===== src/rtl/note_meter.sv =====
// Recovers a square wave's half-period in clk cycles, publishing it once STABLE consecutive intervals agree.
// Outputs are registered one cycle after the triggering edge or timeout; note == 0 means silence.
module note_meter #(
    parameter int DW     = 16,
    parameter int TMAX   = 65536,
    parameter int STABLE = 2,
    parameter int TOL    = 0
) (
    input  logic          clk,
    input  logic          rst,
    input  logic          tone_in,
    output logic [DW-1:0] note,
    output logic          note_valid,
    output logic          locked
);
    localparam int CW = $clog2(TMAX) + 1;
    localparam int XW = (CW > DW) ? CW : DW;
    localparam int MW = $clog2(STABLE + 1);

    localparam logic [1:0] SILENT = 2'd0;
    localparam logic [1:0] ARM    = 2'd1;
    localparam logic [1:0] TRACK  = 2'd2;

    localparam logic [CW-1:0] CNT_MAX  = CW'(TMAX);
    localparam logic [XW-1:0] NOTE_MAX = XW'({DW{1'b1}});
    localparam logic [XW-1:0] TOL_X    = XW'(TOL);
    localparam logic [MW-1:0] STABLE_M = MW'(STABLE);

    logic          sync1_q, sync2_q, prev_q;
    logic          edge_det;
    logic [CW-1:0] cnt_q, cnt_d;
    logic [1:0]    state_q, state_d;
    logic [DW-1:0] cand_q, cand_d;
    logic [MW-1:0] match_q, match_d;
    logic [DW-1:0] note_q, note_d;
    logic          locked_q, locked_d;
    logic          note_valid_q, note_valid_d;
    logic [XW-1:0] interval_x, cand_x, diff_x;
    logic          oversize, timeout;

    always_ff @(posedge clk or posedge rst) begin
        if (rst) begin
            sync1_q      <= 1'b0;
            sync2_q      <= 1'b0;
            prev_q       <= 1'b0;
            cnt_q        <= '0;
            state_q      <= SILENT;
            cand_q       <= '0;
            match_q      <= '0;
            note_q       <= '0;
            locked_q     <= 1'b0;
            note_valid_q <= 1'b0;
        end else begin
            sync1_q      <= tone_in;
            sync2_q      <= sync1_q;
            prev_q       <= sync2_q;
            cnt_q        <= cnt_d;
            state_q      <= state_d;
            cand_q       <= cand_d;
            match_q      <= match_d;
            note_q       <= note_d;
            locked_q     <= locked_d;
            note_valid_q <= note_valid_d;
        end
    end

    assign edge_det   = sync2_q ^ prev_q;
    assign interval_x = XW'(cnt_q);
    assign cand_x     = XW'(cand_q);
    assign diff_x     = (interval_x >= cand_x) ? (interval_x - cand_x) : (cand_x - interval_x);
    // An interval of 2^DW cannot be represented as a note, so it behaves like a timeout.
    assign oversize   = (interval_x > NOTE_MAX);
    assign timeout    = !edge_det && (cnt_q == CNT_MAX) && (state_q != SILENT);

    always_comb begin
        if (edge_det) begin
            cnt_d = CW'(1);
        end else if (cnt_q == CNT_MAX) begin
            cnt_d = cnt_q;
        end else begin
            cnt_d = cnt_q + CW'(1);
        end
    end

    always_comb begin
        state_d  = state_q;
        cand_d   = cand_q;
        match_d  = match_q;
        note_d   = note_q;
        locked_d = locked_q;
        if (edge_det) begin
            if (state_q == SILENT || oversize) begin
                state_d  = ARM;
                cand_d   = '0;
                match_d  = '0;
                note_d   = '0;
                locked_d = 1'b0;
            end else begin
                state_d = TRACK;
                if (state_q == TRACK && diff_x <= TOL_X) begin
                    if (match_q != STABLE_M) begin
                        match_d = match_q + MW'(1);
                    end
                end else begin
                    cand_d  = DW'(cnt_q);
                    match_d = MW'(1);
                end
                // Once stable, every agreeing interval refreshes the note with the latest value.
                if (match_d == STABLE_M) begin
                    note_d   = DW'(cnt_q);
                    locked_d = 1'b1;
                end
            end
        end else if (timeout) begin
            state_d  = SILENT;
            cand_d   = '0;
            match_d  = '0;
            note_d   = '0;
            locked_d = 1'b0;
        end
    end

    assign note_valid_d = (note_d != note_q);

    assign note       = note_q;
    assign note_valid = note_valid_q;
    assign locked     = locked_q;
endmodule

===== config.mk =====
export PLATFORM = sky130hd
export DESIGN_NAME = note_meter
export DESIGN_NICKNAME = d
export VERILOG_FILES = /design/src/rtl/note_meter.sv
export SDC_FILE = /design/constraint.sdc
export NUM_CORES = 1
export LEC_CHECK = 0
export ABC_CLOCK_PERIOD_IN_PS = 3700
export CORE_ASPECT_RATIO = 1.75
export CORE_MARGIN = 5
export CORE_UTILIZATION = 30
export CTS_CLUSTER_SIZE = 25
export DETAILED_ROUTE_END_ITERATION = 8
export PLACE_DENSITY = 0.43
export SLEW_MARGIN = 20
export SYNTH_ARGS = -nofsm -noshare
export SYNTH_HDL_FRONTEND = slang
export SYNTH_SLANG_ARGS = --single-unit
export TNS_END_PERCENT = 100

===== constraint.sdc =====
create_clock -name clk -period 3.7 [get_ports clk]
set_input_delay 0.74 -clock clk [delete_from_list [all_inputs] [get_ports clk]]
set_output_delay 0.74 -clock clk [all_outputs]
set_load 0.01 [all_outputs]

Word level (Yosys, flattened, before mapping):

Cells that the tools add are included.

* flip-flop bits (word level): 58
* input port bits: 3
* output and inout bits: 18
* word-level logic and storage cells: 60

* add/sub/neg operators: 4
* magnitude comparators: 3
* equality and inequality tests: 8
* multiplexer cells: 24
* bitwise gates (word level): 1
* reductions and logical operators: 10

Operator list (number)
* $mux 16: 8
* $mux 17: 3
* $mux 2: 9
* $add 17x1->17 const B: 1
* $eq 17x17->1 const B: 1
* $ge 17x16->1: 1
* $gt 17x16->1 const B: 1
* $le 17x1->1 const B: 1
* $sub 16x17->17: 1
* $sub 17x16->17: 1
* $ne 16x16->1: 1
* $eq 2x2->1 const B: 2
* $mux 1: 4
* $ne 2x2->1 const B: 2
* $reduce_and 2->1: 2
* $reduce_bool 2->1: 2
* $logic_and 1x1->1: 3
* $ne 3x1->1 const B: 1
* $ne 3x3->1 const B: 1
* $add 2x1->2 const B: 1
* $logic_not 2->1: 1
* $logic_not 1->1: 1
* $logic_or 1x1->1: 1
* $xor 1x1->1: 1

Logic depth before layout (Yosys ltp):

Gate-level depths: netlist of the first run.

* depth after elaboration: 12
* depth in mapped cells: 15
* gate-level depth less buffers: 11

Least setup slack after synthesis of the first run:

OpenSTA, ideal clock, no wires.

* path type: register to register
* start: register cnt_q[5]
* end: register cand_q[0]
* library setup time: 121 ps
* data arrival time: 3073 ps
* data required time: 3579 ps
* slack: 506 ps
* cell stages (with the launch flop): 15
* path buffers: 3
* clock period less this slack: 3194 ps
* path through: dfrtp_1 clkbuf_1 inv_1 ha_1 buf_2 nand4_2 nor4_1 a2111oi_2 nand3_1 a2111oi_0 nand4_1 o31ai_4 a31oi_2 buf_2 a22o_1

* longest elaborated chain between the ends: 6

RTL lines
* from (decl): line 31 `logic [CW-1:0] cnt_q, cnt_d;`
* from (signal assigned): line 57 `cnt_q <= cnt_d;`
* $sub 16x17->17, or another cell as far along: line 70 `assign diff_x = (interval_x >= cand_x) ? (interval_x - cand_x) : (cand_x - interval_x);`
* $mux 17: line 70
* $le 17x1->1: line 100 `if (state_q == TRACK && diff_x <= TOL_X) begin`
* $logic_and 1x1->1: line 100
* $ne 3x3->1 (no source line)
* $reduce_and 2->1 (no source line)
* to (signal assigned): line 59 `cand_q <= cand_d;`
* to (decl): line 33 `logic [DW-1:0] cand_q, cand_d;`

Parallel ways exist; a longest one is shown, timed or not.
A chain may end at the register's enable or synchronous reset.

Worst setup path in the final report of the first run:

* start: register cnt_q[13]
* end: register note_q[10] (netlist: note[10])

* longest elaborated chain between the ends: 11

RTL lines
* $sub 16x17->17, or another cell as far along: line 70
* $mux 17: line 70
* $le 17x1->1: line 100
* $logic_and 1x1->1: line 100
* $mux 2: line 100
* $mux 2: line 92 `if (state_q == SILENT || oversize) begin`
* $mux 2: line 91 `if (edge_det) begin`
* $eq 2x2->1: line 109 `if (match_d == STABLE_M) begin`
* $mux 16: line 109
* $mux 16: line 92
* $mux 16 *: line 91
* via note_d[10]: line 35 `logic [DW-1:0] note_q, note_d;`
* to (signal assigned): line 61 `note_q <= note_d;`
* to (decl): line 35

The timed path passes the listed nets; every way through them passes the cells marked *. The select of a mux whose other input is x is not followed.

==> impl_metrics.py, run 1 <==
metrics = {
    "status": {
        "status": "finished, final reports clean",
    },
    "routing": {
        "viasPerCell": 5.70,
        "dr.pass1.iters": 5,
        "ant_nets": 0,
        "drtIter0Drc": 208,
        "route.detailed.drc": 0,
        "wl_mm": 17.8,
        "wire_per_inst_um": 22.0,
        "routed-via-count": 4621,
    },
    "clock_tree": {
        "cts_tree": "done",
        "clk_pin_slew_ns": 0.05,
        "clk_path_buf_depth": 2,
        "clockRootBuffer": "clkbuf_16",
        "postCtsHoldBufs": 0,
        "cts_inserted_buffers": 9,
        "insertion_delay_ns": 0.33,
        "cts.sinks": 58,
        "htree_levels": 3,
    },
    "power": {
        "p_sw_share_pct": 39.4,
        "switching_power_mw": 1.15,
        "clkPwrFrac_pct": 31.1,
        "max-vdd-ir-drop_mv": 0.518,
        "sequentialPowerShare_pct": 23.7,
        "internal_power_mw": 1.77,
        "power_frac_comb_pct": 45.2,
        "p_leak_nw": 2.49,
        "power.density_nw_per_um2": 500,
    },
    "placed_design": {
        "preCtsSetupSlack_ns": -0.246,
        "dpl.hpwl_mm": 14.1,
        "io_buffers": 20,
        "placed_area_um2": 5410,
        "gp_congestion": 0.871,
    },
    "setup_path": {
        "path_depth": 12,
        "crit_top_cell": "and3_1",
        "crit_arrival_ns": 3.79,
        "critPathMaxFanout": 16,
        "crit_path_end_kind": "register",
        "critical_path.startpoint": "cnt_q[13]$_DFFE_PP0P_",
        "start_kind": "register",
        "critPathBufInv": 3,
        "slowest_stage": "ha_1",
        "required_ns": 3.91,
        "crit_family": "simple AND/OR/NAND/NOR gates",
        "critPathCapture": "note[10]$_DFF_PP0_",
        "reg2regPathDepth": 12,
        "worstSetupPathType": "reg2reg",
        "r2r_slack_ns": 0.13,
        "r2r_end": "note[10]$_DFF_PP0_",
        "path_cells": "inv_1 > ha_1 > nand4_1 > nor4_2 > a2111oi_4 > buf_4 > and3_1 > a2bb2oi_2 > nor2_2 > and3_1 > buf_12 > a311o_1",
        "reg2reg_from": "cnt_q[13]$_DFFE_PP0P_",
        "slowest_delay_ns": 0.54,
    },
    "timing": {
        "skew_ns": 0.00399,
        "finalCritPeriodShare_pct": 96.6,
        "setup_ws_ns": 0.125,
        "slew_violations": 0,
        "max_freq_mhz": 280,
        "period_minus_slack_ns": 3.57,
        "finalSetupViolCount": 0,
        "worst-slew-pin-transition_ns": 0.809,
        "hold_viol_final": 0,
        "relSlewSlack_pct": 45.3,
        "rsz0062_at_grt": "no",
        "holdWs_ns": 0.347,
    },
    "logic_synthesis": {
        "yosysTopAreaCellShare_pct": 30.3,
        "synth_area_per_cell_um2": 8.44,
        "synthArstFlopShare_pct": 100,
        "yosysTopAreaCell": "dfrtp_1",
        "ys_seq_area_share_pct": 30.3,
        "syn_nets": 606,
        "synth_area_um2": 4790,
        "ys_ff_latch": 58,
        "syn_inst": 567,
        "synthFlopType": "dfrtp_1",
        "synth_cell_types": 71,
        "yosysWarnings": 0,
        "netlist_top_cells_area": "dfrtp_1 (30%), ha_1 (9.4%), a22o_1 (4.2%), a21oi_1 (4.1%), nand2_1 (3.9%)",
        "synth_edf_count": 0,
    },
    "flow_run": {
        "drv_cap": 0,
    },
    "floorplanning": {
        "rows": 61,
        "die_x_um": 105,
        "core_area_um2": 15800,
        "die_area_um2": 18700,
        "io_pins": 21,
        "start_util_pct": 30.3,
        "die-height_um": 177,
    },
    "global_routing": {
        "grt-ovfl-total": 0,
        "grt_max_degree": 32,
        "grt_pass1_wl_mm": 27.3,
        "grt_antenna_before_repair": 0,
        "track_usage_pct": 19.3,
        "grt_pass1_vias": 4824,
    },
    "final_layout": {
        "n_fill_cell": 1620,
        "drive_gt1_share_pct": 16.1,
        "fin_area_um2": 5840,
        "layout.nets": 656,
        "syn_to_final_growth_pct": 22.0,
        "diodes": 0,
    },
    "hold_path": {
        "hold_class": "reg2reg",
    },
}
## through the flow
step,power (mW),instances,setup TNS [ns],utilization (%)
floorplan,1.55,567,0,-
global placement,1.95,791,-9.65,34.3
detailed placement,1.95,791,-7.20,34.3
CTS,2.90,807,0,36.5
global route,3.05,811,0,37.0
finish,2.92,811,0,37.0
## cell usage after synthesis (all sizes together) (3+ instances only)
cell type	number
a21o	6
inv	46
nor2	50
nor4b	3
a22o	23
xor2	11
nor3	9
a21oi	40
nor4	17
xnor2	17
nand4	21
a31oi	12
or3	6
o21ai	23
nand3	7
and2	9
o22ai	11
a311o	7
o211ai	10
dfrtp	58
buf	22
nand2b	3
a211oi	7
a221oi	3
nor2b	5
clkbuf	9
and3	4
ha	36
nand2	50
o31ai	6
a22oi	3
or2	4
## how the worst min path moves through the flow
stage | startpoint | end | slack, ns | cells past startpoint
floorplan | sync1_q$_DFF_PP0_ | sync2_q$_DFF_PP0_ | 0.33 | 0
global placement | sync1_q$_DFF_PP0_ | sync2_q$_DFF_PP0_ | 0.33 | 0
detailed placement | sync1_q$_DFF_PP0_ | sync2_q$_DFF_PP0_ | 0.34 | 0
CTS | sync1_q$_DFF_PP0_ | sync2_q$_DFF_PP0_ | 0.35 | 0
global route | sync1_q$_DFF_PP0_ | sync2_q$_DFF_PP0_ | 0.37 | 0
finish | sync1_q$_DFF_PP0_ | sync2_q$_DFF_PP0_ | 0.35 | 0
## kinds of logic (layout without fill, tap and decap cells)
kind of cell | after synthesis | after routing | share of synthesized area, %
AND/OR/NAND/NOR | 192 | 192 | 20.8
AO/OA/AOI/OAI | 174 | 174 | 26.5
buffers and inverters | 77 | 132 | 7.40
flip-flops | 58 | 58 | 30.3
adder cells (fa/ha/maj) | 36 | 36 | 9.41
XOR/XNOR | 28 | 28 | 5.12
multiplexers | 2 | 2 | 0.444
## registers in the layout, indices dropped and copies added, names as in the netlist
name,cells
cnt_q,17
cand_q,16
note,16
match_q,2
state_q,2
locked,1
note_valid,1
prev_q,1
sync1_q,1
sync2_q,1
## power groups by stage
stage               Sequential, mW  Combinational [mW]  Clock (mW)
finish                       0.692                1.32       0.909
global route                 0.695                1.40       0.954
CTS                          0.690                1.28       0.930
detailed placement           0.701                1.25           0
global placement             0.701                1.25           0
floorplan                    0.696               0.850           0
## cell type report
type                       instances  area, µm²  share of cell area, %
inverter                          46        173                   2.96
timing repair buffer              70        613                   10.5
clock buffer                      11        243                   4.16
clock inverter                     5       77.6                   1.33
sequential                        58       1450                   24.9
tap                              189        236                   4.05
multi-input combinational        432       3050                   52.2
## what timing repair did
action / CTS / global route
setup buffers: 0 / 4
setup endpoints to repair: 36 / 36
gates resized for setup: 6 / 7
pin swaps: 0 / 2
## worst register-to-register path, cell delays in order (launching register included)
cell and delay, ns:
dfrtp_1 0.44, inv_1 0.09, ha_1 0.54, nand4_1 0.25, nor4_2 0.52, a2111oi_4 0.10
buf_4 0.17, and3_1 0.20, a2bb2oi_2 0.29, nor2_2 0.11, and3_1 0.22, buf_12 0.16
a311o_1 0.36
## per-layer routing
metal | global-route usage (%) | up-vias | wire, µm
met5 | 0 | - | 0
met4 | 13.1 | 0 | 1160
met1 | 18.3 | 2252 | 6360
met3 | 2.41 | 57 | 387
li1 | - | 2186 | -
met2 | 37.6 | 126 | 9900
## cells in the final DEF (no fill, tap or decap), types with 3 or more instances in the layout
| cell type | count |
|---|---|
| buf_4 | 47 |
| o21ai_1 | 5 |
| a311o_1 | 7 |
| o31ai_1 | 3 |
| nand2b_1 | 3 |
| buf_12 | 3 |
| o211ai_1 | 10 |
| or3_1 | 6 |
| a22oi_1 | 3 |
| a31oi_1 | 11 |
| or2_2 | 3 |
| a211oi_1 | 5 |
| inv_1 | 44 |
| dfrtp_1 | 58 |
| nand2_1 | 50 |
| xnor2_1 | 17 |
| a22o_1 | 23 |
| nor2_1 | 48 |
| nor3_1 | 8 |
| a21oi_1 | 37 |
| nor4_1 | 16 |
| and2_1 | 8 |
| xor2_1 | 11 |
| a21o_1 | 6 |
| clkdlybuf4s50_1 | 20 |
| o22ai_1 | 11 |
| o21ai_0 | 18 |
| nand3_1 | 6 |
| and3_1 | 4 |
| nor2b_1 | 3 |
| a221oi_1 | 3 |
| nand4_1 | 19 |
| clkbuf_16 | 9 |
| ha_1 | 35 |
Power figures use the tool's default switching activity.
==> run 2: changes to the inputs <==
MAX_ROUTING_LAYER = met4   (was default)
==> impl_metrics.py, run 2 (same netlist as run 1, synthesis figures left out) <==
metrics = {
    "power": {
        "max-vdd-ir-drop_mv": 0.362,
        "power.density_nw_per_um2": 495,
        "p_leak_nw": 2.49,
        "power.total_mw": 2.88,
    },
    "clock_tree": {
        "insertion_delay_ns": 0.33,
        "postCtsHoldBufs": 0,
        "clockRootBuffer": "clkbuf_16",
        "clk_pin_slew_ns": 0.05,
        "htree_levels": 3,
        "clk_path_buf_depth": 2,
        "cts.sinks": 58,
        "cts_tree": "done",
        "cts_inserted_buffers": 9,
    },
    "timing": {
        "max_freq_mhz": 282,
        "relSlewSlack_pct": 43.2,
        "rsz0062_at_grt": "no",
        "finalSetupViolCount": 0,
        "period_minus_slack_ns": 3.54,
        "slew_violations": 0,
        "skew_ns": 0.00744,
        "hold_viol_final": 0,
        "worst-slew-pin-transition_ns": 0.851,
        "finalCritPeriodShare_pct": 95.8,
    },
    "hold_path": {
        "hold_class": "reg2reg",
    },
    "global_routing": {
        "grt_antenna_before_repair": 0,
        "track_usage_pct": 19.6,
        "use_met3_pct": 2.19,
        "grt_use_met1_pct": 18.2,
        "grt_pass1_wl_mm": 27.1,
        "met2_usage_pct": 37.1,
        "grt_max_degree": 32,
        "grt_pass1_vias": 4803,
        "grt-ovfl-total": 0,
        "busiest_layer": "met2",
    },
    "floorplanning": {
        "io_pins": 21,
        "start_util_pct": 30.3,
        "rows": 61,
        "die_area_um2": 18700,
        "die_x_um": 105,
        "core_area_um2": 15800,
        "die-height_um": 177,
    },
    "status": {
        "status": "finished, final reports clean",
    },
    "setup_path": {
        "start_kind": "register",
        "crit_path_end_kind": "register",
        "worstSetupPathType": "reg2reg",
        "crit_arrival_ns": 3.75,
        "path_cells": "ha_1 > nand4_2 > a211oi_1 > nor3_1 > buf_4 > o21bai_1 > xnor2_1 > nand2_1 > o31ai_4 > buf_4 > a31oi_1 > a311o_1",
        "required_ns": 3.90,
        "critPathMaxFanout": 10,
        "crit_top_cell": "buf_4",
        "r2r_slack_ns": 0.16,
        "slowest_stage": "ha_1",
        "slowest_delay_ns": 0.50,
    },
    "routing": {
        "ant_nets": 0,
        "routed-via-count": 4628,
        "viasPerCell": 5.69,
        "wl_mm": 17.6,
        "drtIter0Drc": 247,
        "dr.pass1.iters": 4,
        "wire_per_inst_um": 21.6,
        "route.detailed.drc": 0,
    },
    "final_layout": {
        "top_register": "cnt_q",
        "final_cell_mix": "dfrtp_1 (58), buf_4 (51), nand2_1 (50)",
        "largest_reg_flops": 17,
        "fin_area_um2": 5810,
        "final_common_cell": "dfrtp_1",
        "layout.nets": 659,
        "drive_gt1_share_pct": 15.7,
        "syn_to_final_growth_pct": 21.5,
        "diodes": 0,
    },
    "flow_run": {
        "drv_cap": 0,
    },
    "placed_design": {
        "gp_congestion": 0.881,
        "placed_area_um2": 5440,
        "dpl.hpwl_mm": 14.2,
        "io_buffers": 20,
    },
}
==> run 2: worst max-delay path, delay by kind of cell (launching register included) <==
family                   cells  cell delay, ns
adder cells (fa/ha/maj)      1            0.50
flip-flops                   1            0.40
AO/OA/AOI/OAI                5            1.44
AND/OR/NAND/NOR              3            0.48
buffers and inverters        2            0.44
XOR/XNOR                     1            0.15
==> run 2: metrics by stage <==
step           hold WS, ns  instances  util [%]  TNS [ns]  worst slack [ns]
3_3_place_gp         0.332        795      34.4     -8.81            -0.293
5_1_grt              0.358        814      36.8         0           0.00175
4_1_cts              0.347        811      36.6         0            0.0278
3_5_place_dp         0.335        795      34.5     -4.81            -0.178
6_report             0.345        814      36.8         0             0.156
2_1_floorplan        0.331        567         -         0             0.506
==> run 2: worst paths after layout <==
| path | from | to | depth (start not counted) |
|---|---|---|---|
| max in group asynchronous | rst | cnt_q[16]$_DFFE_PP0P_ | 3 |
| max | cand_q[7]$_DFFE_PP0P_ | note[6]$_DFF_PP0_ | 12 |
| min | sync1_q$_DFF_PP0_ | sync2_q$_DFF_PP0_ | 0 |
| max reg2reg | cand_q[7]$_DFFE_PP0P_ | note[6]$_DFF_PP0_ | 12 |
| min reg2reg | sync1_q$_DFF_PP0_ | sync2_q$_DFF_PP0_ | 0 |
| min in group asynchronous | rst | prev_q$_DFF_PP0_ | 2 |
==> run 2: report_power, final <==
group	switching, mW	total (mW)	internal (mW)
Clock	0.290	0.895	0.605
Combinational	0.797	1.29	0.496
Sequential	0.0286	0.691	0.662
==> run 2: final cells by class <==
class                   instances  area (µm²)
inverters                      46         173
multi-input cells             432        3010
fillers                      1602        9990
clock inverters                 5        77.6
well taps                     189         236
flip-flops and latches         58        1450
clock buffers                  11         243
repair buffers                 73         623
==> run 2: timing repair <==
item | in CTS | in global routing
pin swaps | 0 | 1
resized for setup | 3 | 3
setup buffers | 0 | 3
setup endpoints to repair | 35 | 36
gates cloned | 0 | 0
==> run 2: metal layers <==
| metal | up-vias | part of all wire (%) | wire (µm) |
|---|---|---|---|
| li1 | 2192 | - | - |
| met1 | 2251 | 36 | 6300 |
| met2 | 121 | 55 | 9640 |
| met3 | 64 | 2.1 | 368 |
| met4 | 0 | 7.3 | 1290 |
| met5 | - | 0 | 0 |
==> run 3: changes to the inputs <==
CORE_UTILIZATION = 62   (was 30)
PLACE_DENSITY = 0.79   (was 0.43)
==> impl_metrics.py, run 3 (same netlist as run 1, synthesis figures left out) <==
metrics = {
    "status": {
        "status": "finished, final reports clean",
    },
    "placed_design": {
        "io_buffers": 20,
        "gp_congestion": 1.03,
        "placed_area_um2": 5150,
        "dpl.hpwl_mm": 11.6,
    },
    "setup_path": {
        "path_cells": "inv_1 > ha_1 > and4_1 > nand2_1 > a21o_1 > a21o_1 > o311a_1 > o31ai_4 > nor4b_4 > buf_4 > a31oi_1 > a311o_1",
        "crit_top_cell": "a21o_1",
        "path_depth": 12,
        "critPathBufInv": 2,
        "r2r_end": "note[1]$_DFF_PP0_",
        "crit_path_end_kind": "register",
        "reg2reg_from": "cnt_q[9]$_DFFE_PP0P_",
        "slowest_delay_ns": 0.57,
        "slowest_stage": "ha_1",
        "critPathMaxFanout": 11,
        "crit_family": "compound AO/OA/AOI/OAI gates",
        "worstSetupPathType": "reg2reg",
        "required_ns": 3.91,
        "crit_arrival_ns": 3.83,
        "r2r_slack_ns": 0.08,
        "reg2regPathDepth": 12,
        "start_kind": "register",
    },
    "clock_tree": {
        "clk_path_buf_depth": 2,
        "htree_levels": 3,
        "clk_pin_slew_ns": 0.05,
        "cts_tree": "done",
        "insertion_delay_ns": 0.34,
        "clockRootBuffer": "clkbuf_16",
        "cts.sinks": 58,
        "cts_inserted_buffers": 9,
    },
    "timing": {
        "finalSetupViolCount": 0,
        "worst-slew-pin-transition_ns": 0.597,
        "hold_viol_final": 0,
        "relSlewSlack_pct": 59.8,
        "max_freq_mhz": 276,
        "finalCritPeriodShare_pct": 97.8,
        "skew_ns": 0.00434,
        "period_minus_slack_ns": 3.62,
        "slew_violations": 0,
        "setup_tns_ns": 0,
    },
    "final_layout": {
        "n_fill_cell": 585,
        "layout.nets": 643,
        "largest_reg_flops": 17,
        "drive_gt1_share_pct": 13.8,
        "diodes": 0,
        "syn_to_final_growth_pct": 15.8,
        "final_cell_mix": "dfrtp_1 (58), nand2_1 (50), nor2_1 (49)",
        "final_common_cell": "dfrtp_1",
        "fin_area_um2": 5540,
        "top_register": "cnt_q",
    },
    "hold_path": {
        "min_path_cells": 0,
        "hold_class": "reg2reg",
        "hp-start": "sync1_q$_DFF_PP0_",
        "min_to": "sync2_q$_DFF_PP0_",
    },
    "routing": {
        "viasPerCell": 6.75,
        "route.detailed.drc": 0,
        "ant_nets": 0,
        "routed-via-count": 4708,
        "dr.pass1.iters": 6,
        "wire_per_inst_um": 21.6,
        "wl_mm": 15.0,
        "drtIter0Drc": 274,
    },
    "power": {
        "max-vdd-ir-drop_mv": 0.481,
        "switching_power_mw": 1.08,
        "p_sw_share_pct": 39.9,
        "power.density_nw_per_um2": 490,
        "power_frac_comb_pct": 44.6,
        "clkPwrFrac_pct": 30.0,
        "power.total_mw": 2.72,
        "p_leak_nw": 2.39,
        "internal_power_mw": 1.63,
        "sequentialPowerShare_pct": 25.4,
    },
    "global_routing": {
        "grt_pass1_vias": 4579,
        "track_usage_pct": 32.3,
        "grt_max_degree": 38,
        "grt-ovfl-total": 0,
        "grt_antenna_before_repair": 0,
        "grt_pass1_wl_mm": 24.0,
    },
    "floorplanning": {
        "start_util_pct": 63.2,
        "io_pins": 21,
        "core_area_um2": 7570,
        "die_x_um": 76.4,
        "die_area_um2": 9650,
        "rows": 42,
        "die-height_um": 126,
    },
    "flow_run": {
        "drv_cap": 0,
    },
}
[run 3: cell types whose count changed in the layout (fill, tap and decap cells not counted), sizes merged]
| cell | previous run | this run |
|---|---|---|
| buf | 53 | 37 |
| bufinv | 2 | 1 |
| clkbuf | 11 | 9 |
| clkinvlp | 1 | 4 |
[run 3: power by group through the flow]
stage,registers (mW),clock network [mW],logic [mW]
floorplan,0.696,0,0.850
global placement,0.696,0,1.13
global route,0.691,0.844,1.29
CTS,0.687,0.820,1.16
finish,0.689,0.816,1.21
detailed placement,0.698,0,1.15
[run 3: metrics by stage]
stage          util, %  cells  worst slack [ns]  hold slack, ns
2_1_floorplan        -    567             0.506           0.331
3_3_place_gp      68.1    676            0.0969           0.334
3_5_place_dp      68.1    676           -0.0613           0.346
4_1_cts           72.1    692            0.0641           0.357
5_1_grt           73.2    697           -0.0481           0.376
6_report          73.2    697            0.0829           0.353
[run 3: layer usage]
| metal | vias up | GRT usage (%) | wire length, µm |
|---|---|---|---|
| met5 | - | - | 0 |
| met4 | 0 | 21.4 | 1080 |
| met3 | 71 | 3.36 | 649 |
| met2 | 217 | 56.1 | 7850 |
| met1 | 2258 | 34.0 | 5460 |
| li1 | 2162 | - | - |
[run 3: worst max-delay path by stage]
stage,start,end,slack [ns]
2_1_floorplan,cnt_q[5]$_DFFE_PP0P_,cand_q[0]$_DFFE_PP0P_,0.51
3_3_place_gp,cnt_q[14]$_DFFE_PP0P_,cand_q[5]$_DFFE_PP0P_,0.1
3_5_place_dp,cnt_q[14]$_DFFE_PP0P_,cand_q[7]$_DFFE_PP0P_,-0.06
4_1_cts,cnt_q[14]$_DFFE_PP0P_,note[5]$_DFF_PP0_,0.06
5_1_grt,cnt_q[7]$_DFFE_PP0P_,note[5]$_DFF_PP0_,-0.05
6_report,cnt_q[9]$_DFFE_PP0P_,note[1]$_DFF_PP0_,0.08
[run 3: layout make-up]
type                    count  area (µm²)  share of cell area, %
clock inverters             7        70.1                   1.26
clock buffers               9         225                   4.06
inverters                  46         173                   3.12
repair buffers             57         490                   8.85
flip-flops and latches     58        1450                   26.2
multi-input cells         432        3020                   54.5
well taps                  88         110                   1.99
[run 3: timing repair]
item	in CTS	in global routing
pin swaps	0	2
endpoints found under the setup margin	16	35
gates resized for setup	1	7
hold buffers	0	0
buffers inserted	0	5
